$ cat config.mk
export PLATFORM = sky130hd
export DESIGN_NAME = spi_slave_regfile
export DESIGN_NICKNAME = d
export VERILOG_FILES = /design/src/rtl/spi_slave_regfile.sv
export SDC_FILE = /design/constraint.sdc
export NUM_CORES = 1
export LEC_CHECK = 0
export ABC_AREA = 1
export CORE_MARGIN = 3
export CORE_UTILIZATION = 41
export CTS_CLUSTER_DIAMETER = 40
export CTS_CLUSTER_SIZE = 24
export DETAILED_ROUTE_END_ITERATION = 8
export PLACE_DENSITY = 0.67
export RECOVER_POWER = 25
export SYNTH_ARGS = -nofsm -noshare
export SYNTH_HDL_FRONTEND = slang
export SYNTH_SLANG_ARGS = --single-unit
$ cat constraint.sdc
create_clock -name pclk_i -period 3.5 [get_ports pclk_i]
set_input_delay 0.7 -clock pclk_i [delete_from_list [all_inputs] [get_ports pclk_i]]
set_output_delay 0.7 -clock pclk_i [all_outputs]
set_load 0.01 [all_outputs]
$ cat src/rtl/spi_slave_regfile.sv
// SPI mode-0 slave decoding CMD/ADDR/DATA frames into a register file, oversampled on pclk_i.
// Latency: pin edges acted on 3 pclk later; no backpressure (the SPI master paces every transfer).
module spi_slave_regfile #(
  parameter int         ADDR_W = 4,
  parameter int         DATA_W = 16,
  parameter logic [7:0] CMD_WR = 8'h0A,
  parameter logic [7:0] CMD_RD = 8'h0B
) (
  input  logic              pclk_i,
  input  logic              rst_n_i,
  input  logic              spi_clk_i,
  input  logic              spi_cs_n_i,
  input  logic              spi_sdi_i,
  output logic              spi_sdo_o,
  output logic              spi_sdo_oe_o,
  output logic              wr_valid_o,
  output logic [ADDR_W-1:0] wr_addr_o,
  output logic [DATA_W-1:0] wr_data_o,
  output logic              cmd_err_o,
  input  logic [ADDR_W-1:0] dbg_addr_i,
  output logic [DATA_W-1:0] dbg_rdata_o
);

  typedef enum logic [2:0] {S_IDLE, S_CMD, S_ADDR, S_WDATA, S_RDATA, S_IGNORE} state_t;

  state_t              state, state_nx;
  logic [2:0]          clk_sync;
  logic [1:0]          cs_sync;
  logic [1:0]          sdi_sync;
  logic [7:0]          bit_cnt;
  logic [DATA_W-1:0]   shift;
  logic [DATA_W-1:0]   shift_in;
  logic [ADDR_W-1:0]   addr;
  logic [ADDR_W-1:0]   addr_inc;
  logic                is_rd;
  logic [DATA_W-1:0]   mem [2**ADDR_W];
  logic                cs_n_s, clk_rise, clk_fall, last_byte, last_word, code_ok;
  logic [7:0]          code;

  always_ff @(posedge pclk_i or negedge rst_n_i) begin
    if (!rst_n_i) begin
      clk_sync <= 3'b000;
      cs_sync  <= 2'b11;
      sdi_sync <= 2'b00;
    end else begin
      clk_sync <= {clk_sync[1:0], spi_clk_i};
      cs_sync  <= {cs_sync[0], spi_cs_n_i};
      sdi_sync <= {sdi_sync[0], spi_sdi_i};
    end
  end

  // Clock edges only count while the synced chip select is low.
  assign cs_n_s    = cs_sync[1];
  assign clk_rise  = clk_sync[1] & ~clk_sync[2] & ~cs_n_s;
  assign clk_fall  = ~clk_sync[1] & clk_sync[2] & ~cs_n_s;
  assign shift_in  = {shift[DATA_W-2:0], sdi_sync[1]};
  assign code      = shift_in[7:0];
  assign code_ok   = (code == CMD_WR) || (code == CMD_RD);
  assign last_byte = (bit_cnt == 8'd7);
  assign last_word = (bit_cnt == 8'(DATA_W-1));
  assign addr_inc  = addr + 1'b1;
  assign dbg_rdata_o = mem[dbg_addr_i];

  always_ff @(posedge pclk_i or negedge rst_n_i) begin
    if (!rst_n_i) state <= S_IDLE;
    else          state <= state_nx;
  end

  always_comb begin
    state_nx = state;
    if (cs_n_s) begin
      state_nx = S_IDLE;
    end else begin
      case (state)
        S_IDLE:  state_nx = S_CMD;
        S_CMD:   if (clk_rise && last_byte) state_nx = code_ok ? S_ADDR : S_IGNORE;
        S_ADDR:  if (clk_rise && last_byte) state_nx = is_rd ? S_RDATA : S_WDATA;
        default: state_nx = state;
      endcase
    end
  end

  always_comb begin
    spi_sdo_oe_o = 1'b0;
    if (state == S_RDATA) spi_sdo_oe_o = 1'b1;
  end

  always_ff @(posedge pclk_i or negedge rst_n_i) begin
    if (!rst_n_i) begin
      bit_cnt    <= '0;
      shift      <= '0;
      addr       <= '0;
      is_rd      <= 1'b0;
      spi_sdo_o  <= 1'b0;
      wr_valid_o <= 1'b0;
      wr_addr_o  <= '0;
      wr_data_o  <= '0;
      cmd_err_o  <= 1'b0;
      for (int i = 0; i < 2**ADDR_W; i++) mem[i] <= '0;
    end else begin
      wr_valid_o <= 1'b0;
      cmd_err_o  <= 1'b0;
      if (cs_n_s) begin
        bit_cnt   <= '0;
        spi_sdo_o <= 1'b0;
      end else begin
        case (state)
          S_CMD: if (clk_rise) begin
            shift   <= shift_in;
            bit_cnt <= last_byte ? 8'd0 : bit_cnt + 8'd1;
            if (last_byte) begin
              is_rd     <= (code == CMD_RD);
              cmd_err_o <= ~code_ok;
            end
          end
          S_ADDR: if (clk_rise) begin
            shift   <= shift_in;
            bit_cnt <= last_byte ? 8'd0 : bit_cnt + 8'd1;
            if (last_byte) begin
              addr <= shift_in[ADDR_W-1:0];
              if (is_rd) shift <= mem[shift_in[ADDR_W-1:0]];
            end
          end
          S_WDATA: if (clk_rise) begin
            shift   <= shift_in;
            bit_cnt <= last_word ? 8'd0 : bit_cnt + 8'd1;
            if (last_word) begin
              mem[addr]  <= shift_in;
              wr_valid_o <= 1'b1;
              wr_addr_o  <= addr;
              wr_data_o  <= shift_in;
              addr       <= addr_inc;
            end
          end
          // Reload on the completing rise so the next fall already drives the new MSB.
          S_RDATA: begin
            if (clk_rise) begin
              bit_cnt <= last_word ? 8'd0 : bit_cnt + 8'd1;
              if (last_word) begin
                addr  <= addr_inc;
                shift <= mem[addr_inc];
              end
            end else if (clk_fall) begin
              spi_sdo_o <= shift[DATA_W-1];
              shift     <= {shift[DATA_W-2:0], 1'b0};
            end
          end
          default: begin
            bit_cnt   <= '0;
            spi_sdo_o <= 1'b0;
          end
        endcase
      end
    end
  end

endmodule
### Word-level counts from Yosys, hierarchy flattened

Index checks and enable logic that the tools add are counted.

| storage, ports and cells | value |
|---|---|
| bits in registers | 318 |
| input port bits | 9 |
| word-level logic and storage cells | 138 |

| cells by class | value |
|---|---|
| add/subtract/negate cells | 2 |
| magnitude comparators | 5 |
| equal/unequal tests | 22 |
| multiplexer cells | 50 |
| bitwise operators | 12 |
| reduce and logical (&&, ||, !) cells | 18 |

Operator list:

| kind | count |
|---|---|
| bitwise mux 256 bit | 1 |
| two-way mux 16 bit | 14 |
| binary-select mux 16 bit (select 4 bit) | 3 |
| demux 16 bit (select 4 bit) | 1 |
| one-hot mux 16 bit (3 select lines) | 1 |
| two-way mux 8 bit | 5 |
| == test 8 x 4 -> 1 bit, second input constant | 3 |
| >= comparator 5 bit, second input constant | 4 |
| inverter 4 -> 5 bit | 4 |
| != test 3 bit, second input constant | 6 |
| two-way mux 4 bit | 4 |
| one-hot mux 8 bit (2 select lines) | 1 |
| two-way mux 3 bit | 5 |
| two-way mux 1 bit | 12 |
| AND reduction 6 bit | 2 |
| one-hot mux 3 bit (3 select lines) | 1 |
| adder 8 x 1 -> 8 bit, second input constant | 1 |
| == test 8 x 3 -> 1 bit, second input constant | 1 |
| != test 2 x 1 -> 1 bit, second input constant | 4 |
| one-hot mux 4 bit (2 select lines) | 1 |
| AND reduction 4 bit | 2 |
| == test 3 x 2 -> 1 bit, second input constant | 2 |
| != test 3 x 1 -> 1 bit, second input constant | 2 |
| AND reduction 3 bit | 2 |
| 17 further kinds | 27 |

### Depth between registers and ports, before layout

Gate-level depths: netlist (run 1).

| depth | value |
|---|---|
| depth after elaboration | 8 |
| gate-level depth with buffers | 15 |

### Worst setup path after synthesis (run 1)

OpenSTA, ideal clock, no wires.

| path | value |
|---|---|
| path kind | input to output |
| from | input port dbg_addr_i[1] |
| to | output port dbg_rdata_o[11] |
| arrival time | 1.817 ns |
| required time | 2.800 ns |
| path slack | 0.983 ns |
| stages on the path | 7 |
| path buffers | 3 |
| cells stage by stage | buf_2 -> buf_2 -> clkbuf_1 -> o21ai_0 -> a21oi_1 -> o221ai_1 -> o21ai_0 |

| on the way | value |
|---|---|
| longest elaborated chain between the ends | 4 |

RTL lines:

| what | RTL line | RTL |
|---|---|---|
| start: declaration | 20 | `input logic [ADDR_W-1:0] dbg_addr_i,` |
| inverter 4 -> 5 bit (implied by the code) | 62 | `assign dbg_rdata_o = mem[dbg_addr_i];` |
| binary-select mux 16 bit (select 4 bit) | 62 |  |
| two-way mux 16 bit (implied by the code) (2 in series) | 62 |  |
| end: declaration | 21 | `output logic [DATA_W-1:0] dbg_rdata_o` |

Every way passes these cells. The select of a mux whose other input is x is not followed.

### Worst setup path in the final report (run 1)

| path | value |
|---|---|
| from | input port dbg_addr_i[2] |
| to | output port dbg_rdata_o[5] |

The elaborated chain is that of the path after synthesis.

==> metrics.cfg, run 1 <==
[run_status]
status=finished with violations
violations=max-capacitance violations, max-slew violations

[setup_path]
critPathArrivalTime_ns=2.73
critPathKind=in2out
required_ns=2.80
path_max_fanout=5
endpoint_kind=output port
start_kind=input pin

[floorplan]
die-area_sq_mm=0.0540
core_area_sq_mm=0.0504
start_util_pct=41.7
rows=82
die_h_um=232
fp.dieW_um=232
io_pins=49

[timing]
period_needed_ns=3.43
setup_tns_ns=0
skew_ns=0.0279
period_share_pct=98.0
fmax_mhz=291
fin_hold_ws_ns=0.347
worst_slew_pin_slew_ns=2.26
hold_violations=0
timing.slew.headroom_pct=-50.7
rsz0062_at_grt=false
final_max_slew_viol_count=77
finalSetupViolations=0

[power_and_ir_drop]
p_leak_uw=0.0114
powerDensity_mw_per_mm2=724
p_switching_uw=7970
irDropWorstVdd_uv=599
seq_power_share_pct=23.2
power.share.clock_pct=32.2
power.internal_uw=9270
p_comb_share_pct=44.6
swShare_pct=46.2

[synthesis]
synthMuxAreaShare_pct=0
ys_seq_area_share_pct=37.9
ys_seq_elements=318
synth-compound-area-share_pct=19.0
synth-simple-area-share_pct=30.8
synthCells=3055
syn_nets=3069
synth_cell_types=37
synth_fa_ha_area_share_pct=0.298
synth_xor_area_share_pct=0.244
yosys_warnings=0
synth_top_family_by_area=simple AND/OR/NAND/NOR gates
syn_area_sq_mm=0.0210
syn_avg_cell_area_sq_um=6.87

[global_route]
overflow=0
grt_pass1_wl_um=116000
grt_usage_pct=27.5
grt_start_max_net_pins=145
grt_pass1_vias=20025
grt_antenna_before_repair=1

[placement]
dp.final_hpwl_um=43300
gp_congestion=0.880
port_buffers=48

[cells_and_area]
nNetsFinal=2999
syn_to_final_growth_pct=13.4
final_layout_size_suffix_gt1_share_pct=11.7
antenna_cells=0
fill_cells=4968
post-route-util_pct=47.3

[detailed_routing]
drt_first_pass_iters=6
post-route-drc-count=0
antenna_left=0
wl_per_cell_um=20.2
drt_iter0_drc=2716
drt_wl_total_um=74900
viasPerCell=5.69
vias=21073

[clocking]
cts_root_buffer=clkbuf_16
ctsHtreeMaxLevel=2
cts_buffers=53
ctsLongestPathBuffers=3
ctsHoldBuffers=0
clk_latency_ns=0.61
clock-sinks=318
cts_tree=yes
clk_pin_slew_ns=0.05

[run]
max-cap-violations=1

[hold_path]
hold_path_class=reg2reg

[synthesized netlist by cell type, drive strengths merged]
cell    instances  area [sq um]
a21oi         174           871
buf           123           807
clkbuf        126           473
clkinv          3          11.3
dfrtp         316          7910
dfstp           2          52.6
ha              5          62.6
inv           311          1170
nand2         936          3660
nand3         469          2360
nand4           1          6.26
nor2           82           418
nor3            3          26.3
o211ai         26           200
o21ai         438          2620
o221ai         28           245
o22ai           5          31.3
o31ai           2          15.0
xnor2           2          17.5
xor2            3          33.8
[what timing repair did]
item,CTS,global route
gates resized for setup,0,2
setup buffers,0,0
setup endpoints to repair,0,2
endpoints found under the hold margin,0,0
[layout by cell type (no fill, tap or decap), types with 2 or more instances in the layout]
master | netlist | routed
a21oi_1 | 174 | 174
buf_12 | 0 | 21
buf_4 | 4 | 54
bufinv_16 | 0 | 5
clkbuf_1 | 126 | 2
clkbuf_16 | 0 | 55
clkbuf_8 | 0 | 4
clkdlybuf4s50_1 | 0 | 42
clkinv_2 | 0 | 3
clkinv_4 | 0 | 8
clkinvlp_4 | 0 | 5
dfrtp_1 | 316 | 313
dfrtp_4 | 0 | 2
dfstp_2 | 2 | 2
dlygate4sd3_1 | 0 | 3
ha_1 | 5 | 4
inv_1 | 299 | 297
inv_2 | 11 | 13
inv_4 | 0 | 2
inv_6 | 1 | 17
inv_8 | 0 | 3
nand2_1 | 914 | 914
nand2_2 | 4 | 4
nand2_4 | 18 | 18
nand3_1 | 467 | 467
nor2_1 | 73 | 73
nor2_2 | 2 | 2
nor2_8 | 6 | 6
nor3_1 | 2 | 2
o211ai_1 | 25 | 25
o21ai_0 | 180 | 179
o21ai_1 | 143 | 144
o21ai_2 | 115 | 115
o221ai_1 | 28 | 28
o22ai_1 | 5 | 5
o31ai_1 | 2 | 2
[final timing paths]
| path | depth (start not counted) | endpoint | from | slack (ns) |
|---|---|---|---|---|
| max in group asynchronous | 2 | addr[0]$_DFFE_PN0P_ | rst_n_i | 0.55 |
| setup / recovery | 7 | dbg_rdata_o[5] | dbg_addr_i[2] | 0.07 |
| setup reg to reg | 11 | shift[3]$_DFFE_PN0P_ | addr[0]$_DFFE_PN0P_ | 0.46 |
| hold / removal | 0 | sdi_sync[1]$_DFF_PN0_ | sdi_sync[0]$_DFF_PN0_ | 0.35 |
| min in group asynchronous | 1 | mem[201]$_DFFE_PN0P_ | rst_n_i | 0.77 |
| hold reg to reg | 0 | sdi_sync[1]$_DFF_PN0_ | sdi_sync[0]$_DFF_PN0_ | 0.35 |
[power groups by stage]
stage	combinational [uW]	sequential [uW]	clock, uW
after global routing	8210	4020	5770
after detailed placement	7420	4060	0
final	7690	4000	5550
after global placement	7370	4060	0
after floorplan	4940	3940	0
after CTS	7450	4000	5600
[worst max-delay path, stage by stage]
cell and delay, ns:
clkdlybuf4s50_1 0.58, inv_2 0.12, buf_4 0.17, nand2_1 0.06
o221ai_1 0.12, o21ai_1 0.32, clkdlybuf4s50_1 0.64
[per-layer routing]
| metal | vias to the layer above | GRT usage, % | wire (um) |
|---|---|---|---|
| met5 | - | 0 | 13 |
| met2 | 1174 | 42.5 | 32900 |
| met4 | 2 | 16.4 | 4780 |
| met3 | 334 | 5.57 | 7560 |
| li1 | 9851 | - | - |
| met1 | 9712 | 35.7 | 29700 |
[sequential cells by signal, summed over array words and instances, names as in the netlist, 3 cells and up]
name	flops
mem	256
shift	16
wr_data_o	16
bit_cnt	8
addr	4
wr_addr_o	4
clk_sync	3
state	3
[through the flow]
| step | total power [uW] | worst slack [ns] | cell area (sq um) | std cells |
|---|---|---|---|---|
| final | 17200 | 0.0691 | 23800 | 3702 |
| after global routing | 18000 | 0.0347 | 23800 | 3702 |
| after CTS | 17000 | 0.0255 | 23800 | 3702 |
| after detailed placement | 11500 | 0.0381 | 21900 | 3602 |
| after global placement | 11400 | 0.0291 | 21900 | 3602 |
| after floorplan | 8880 | 0.983 | 21000 | 3055 |
[final cells by class]
class                           instances  area (sq um)  area share [%]
Multi-Input combinational cell       2174         10600            44.5
Sequential cell                       318          7970            33.5
Clock buffer                           60          1440            6.03
Timing Repair Buffer                  124          1310            5.49
Inverter                              314          1190            5.00
Tap cell                              672           841            3.53
Clock inverter                         40           458            1.92
[logic make-up after synthesis]
kind of cell             Yosys count
AND/OR/NAND/NOR                 1491
adder cells (fa/ha/maj)            5
XOR/XNOR                           5
flip-flops                       318
AO/OA/AOI/OAI                    673
buffers and inverters            563
(Power assumes the default switching activity.)
==> run 2: changes to the inputs <==
SETUP_SLACK_MARGIN = 0.02   (was not set)
==> results of run 2 <==
Same layout as run 1: the final DEF is identical, and so are final timing and power.
==> run 3: changes to the inputs <==
MAX_ROUTING_LAYER = met4   (was not set)
==> run 3 against run 2 <==
Effect of this change: the flow still finishes with violations (max-capacitance violations, max-slew violations); sequential share of layout area about the same; critical path depth unchanged; global-route usage up 0.81 points; highest routed layer is now met4.
==> metrics.cfg, run 3 (synthesis gave the netlist of run 1 again) <==
[run_status]
status=finished with violations
violations=max-capacitance violations, max-slew violations

[clocking]
clk_latency_ns=0.61
ctsLongestPathBuffers=3
ctsHoldBuffers=0
clk_pin_slew_ns=0.05
post_cts_buffers=0
cts_root_buffer=clkbuf_16
cts_tree=yes
ctsHtreeMaxLevel=2
clock-sinks=318
ctsResizeCount=0
cts_buffers=53

[setup_path]
path_max_fanout=5
endpoint_kind=output port
crit_chain=clkdlybuf4s50_1, inv_2, buf_4, nand2_1, o221ai_1, o21ai_1, clkdlybuf4s50_1
worstSetupStartpoint=dbg_addr_i[2]
critical_path_buf_inv_count=4
cpPeakStageDelay_ns=0.64
r2r-start=addr[0]$_DFFE_PN0P_
crit_path_frequent_cell=clkdlybuf4s50_1
cp_slowest_cell=clkdlybuf4s50_1
critPathKind=in2out
required_ns=2.80
path_delay_family=buffers and inverters
start_kind=input pin
critPathArrivalTime_ns=2.71

[timing]
finalSetupViolations=0
worst_slew_pin_slew_ns=2.20
final_max_slew_viol_count=77
fmax_mhz=293
period_share_pct=97.5
timing.slew.headroom_pct=-46.8
hold_violations=0
setup_tns_ns=0
fin_hold_ws_ns=0.348
period_needed_ns=3.41
rsz0062_at_grt=false
skew_ns=0.0244

[placement]
dpl.cell_count=3602
gp_congestion=0.895
port_buffers=48
dp.final_hpwl_um=43300
place_area_sq_mm=0.0219

[floorplan]
core_area_sq_mm=0.0504
fp.dieW_um=232
die-area_sq_mm=0.0540
start_util_pct=41.7
die_h_um=232
io_pins=49
rows=82

[detailed_routing]
drt_wl_total_um=75100
antenna_left=0
wl_per_cell_um=20.3
viasPerCell=5.70
drt_first_pass_iters=7
drt_iter0_drc=2795
post-route-drc-count=0
vias=21105

[cells_and_area]
final_common_cell=nand2_1
multi_input_area_sq_mm=0.0106
largest_register_ffs=256
syn_to_final_growth_pct=13.4
final_layout_size_suffix_gt1_share_pct=11.7
nNetsFinal=2999
seq_area_sq_mm=0.00797
instances_no_fill=3703
largestRegisters=mem x256, shift x16, wr_data_o x16
fill_cells=4967
top_register=mem
final_cell_mix=914 x nand2_1, 467 x nand3_1, 313 x dfrtp_1
final_area_sq_mm=0.0238

[global_route]
grt_start_max_net_pins=145
grt_antenna_before_repair=1
grt_usage_pct=28.4
grt_pass1_wl_um=116000
overflow=0
grt_pass1_vias=20027

[hold_path]
hold_path_class=reg2reg
hold_start=sdi_sync[0]$_DFF_PN0_

[power_and_ir_drop]
powerDensity_mw_per_mm2=726
p_leak_uw=0.0114
finalPower_uw=17300
irDropWorstVdd_uv=594

[run]
max-cap-violations=1

-- run 3: cell type report --
type                       instances  share of cell area, %
antenna                            1                 0.0105
clock buffer                      60                   6.03
clock inverter                    40                   1.92
inverter                         314                   5.00
multi-input combinational       2174                   44.5
sequential                       318                   33.5
tap                              672                   3.53
timing repair buffer             124                   5.49
-- run 3: layer usage --
| layer | up-vias | GRT usage (%) | share of wire, % | routed length, um |
|---|---|---|---|---|
| met5 | - | - | 0 | 0 |
| met4 | 0 | 16.3 | 6.2 | 4620 |
| met3 | 335 | 5.62 | 11 | 8140 |
| met2 | 1187 | 42.5 | 44 | 33000 |
| met1 | 9726 | 35.7 | 39 | 29400 |
| li1 | 9857 | - | - | - |
-- run 3: final timing paths --
kind                                              end  slack [ns]  cells after the start
worst max register to register   shift[3]$_DFFE_PN0P_        0.46                     11
worst max-delay path                   dbg_rdata_o[5]        0.09                      7
worst min register to register  sdi_sync[1]$_DFF_PN0_        0.35                      0
min in group asynchronous        mem[201]$_DFFE_PN0P_        0.75                      1
max in group asynchronous         addr[0]$_DFFE_PN0P_        0.61                      2
worst min-delay path            sdi_sync[1]$_DFF_PN0_        0.35                      0
-- run 3: through the flow --
| stage | worst slack (ns) | utilization [%] |
|---|---|---|
| after floorplan | 0.983 | - |
| after global placement | 0.0291 | 43.5 |
| after detailed placement | 0.0381 | 43.5 |
| after CTS | 0.0255 | 47.3 |
| after global routing | 0.0347 | 47.3 |
| final | 0.0867 | 47.3 |
-- run 3: power breakdown --
part / internal [uW] / switching (uW) / leakage (uW) / total, uW
logic: 2050 / 5680 / 0.00610 / 7730
clock network: 3400 / 2150 / 0.000917 / 5550
registers: 3820 / 183 / 0.00437 / 4000
total: 9270 / 8010 / 0.0114 / 17300
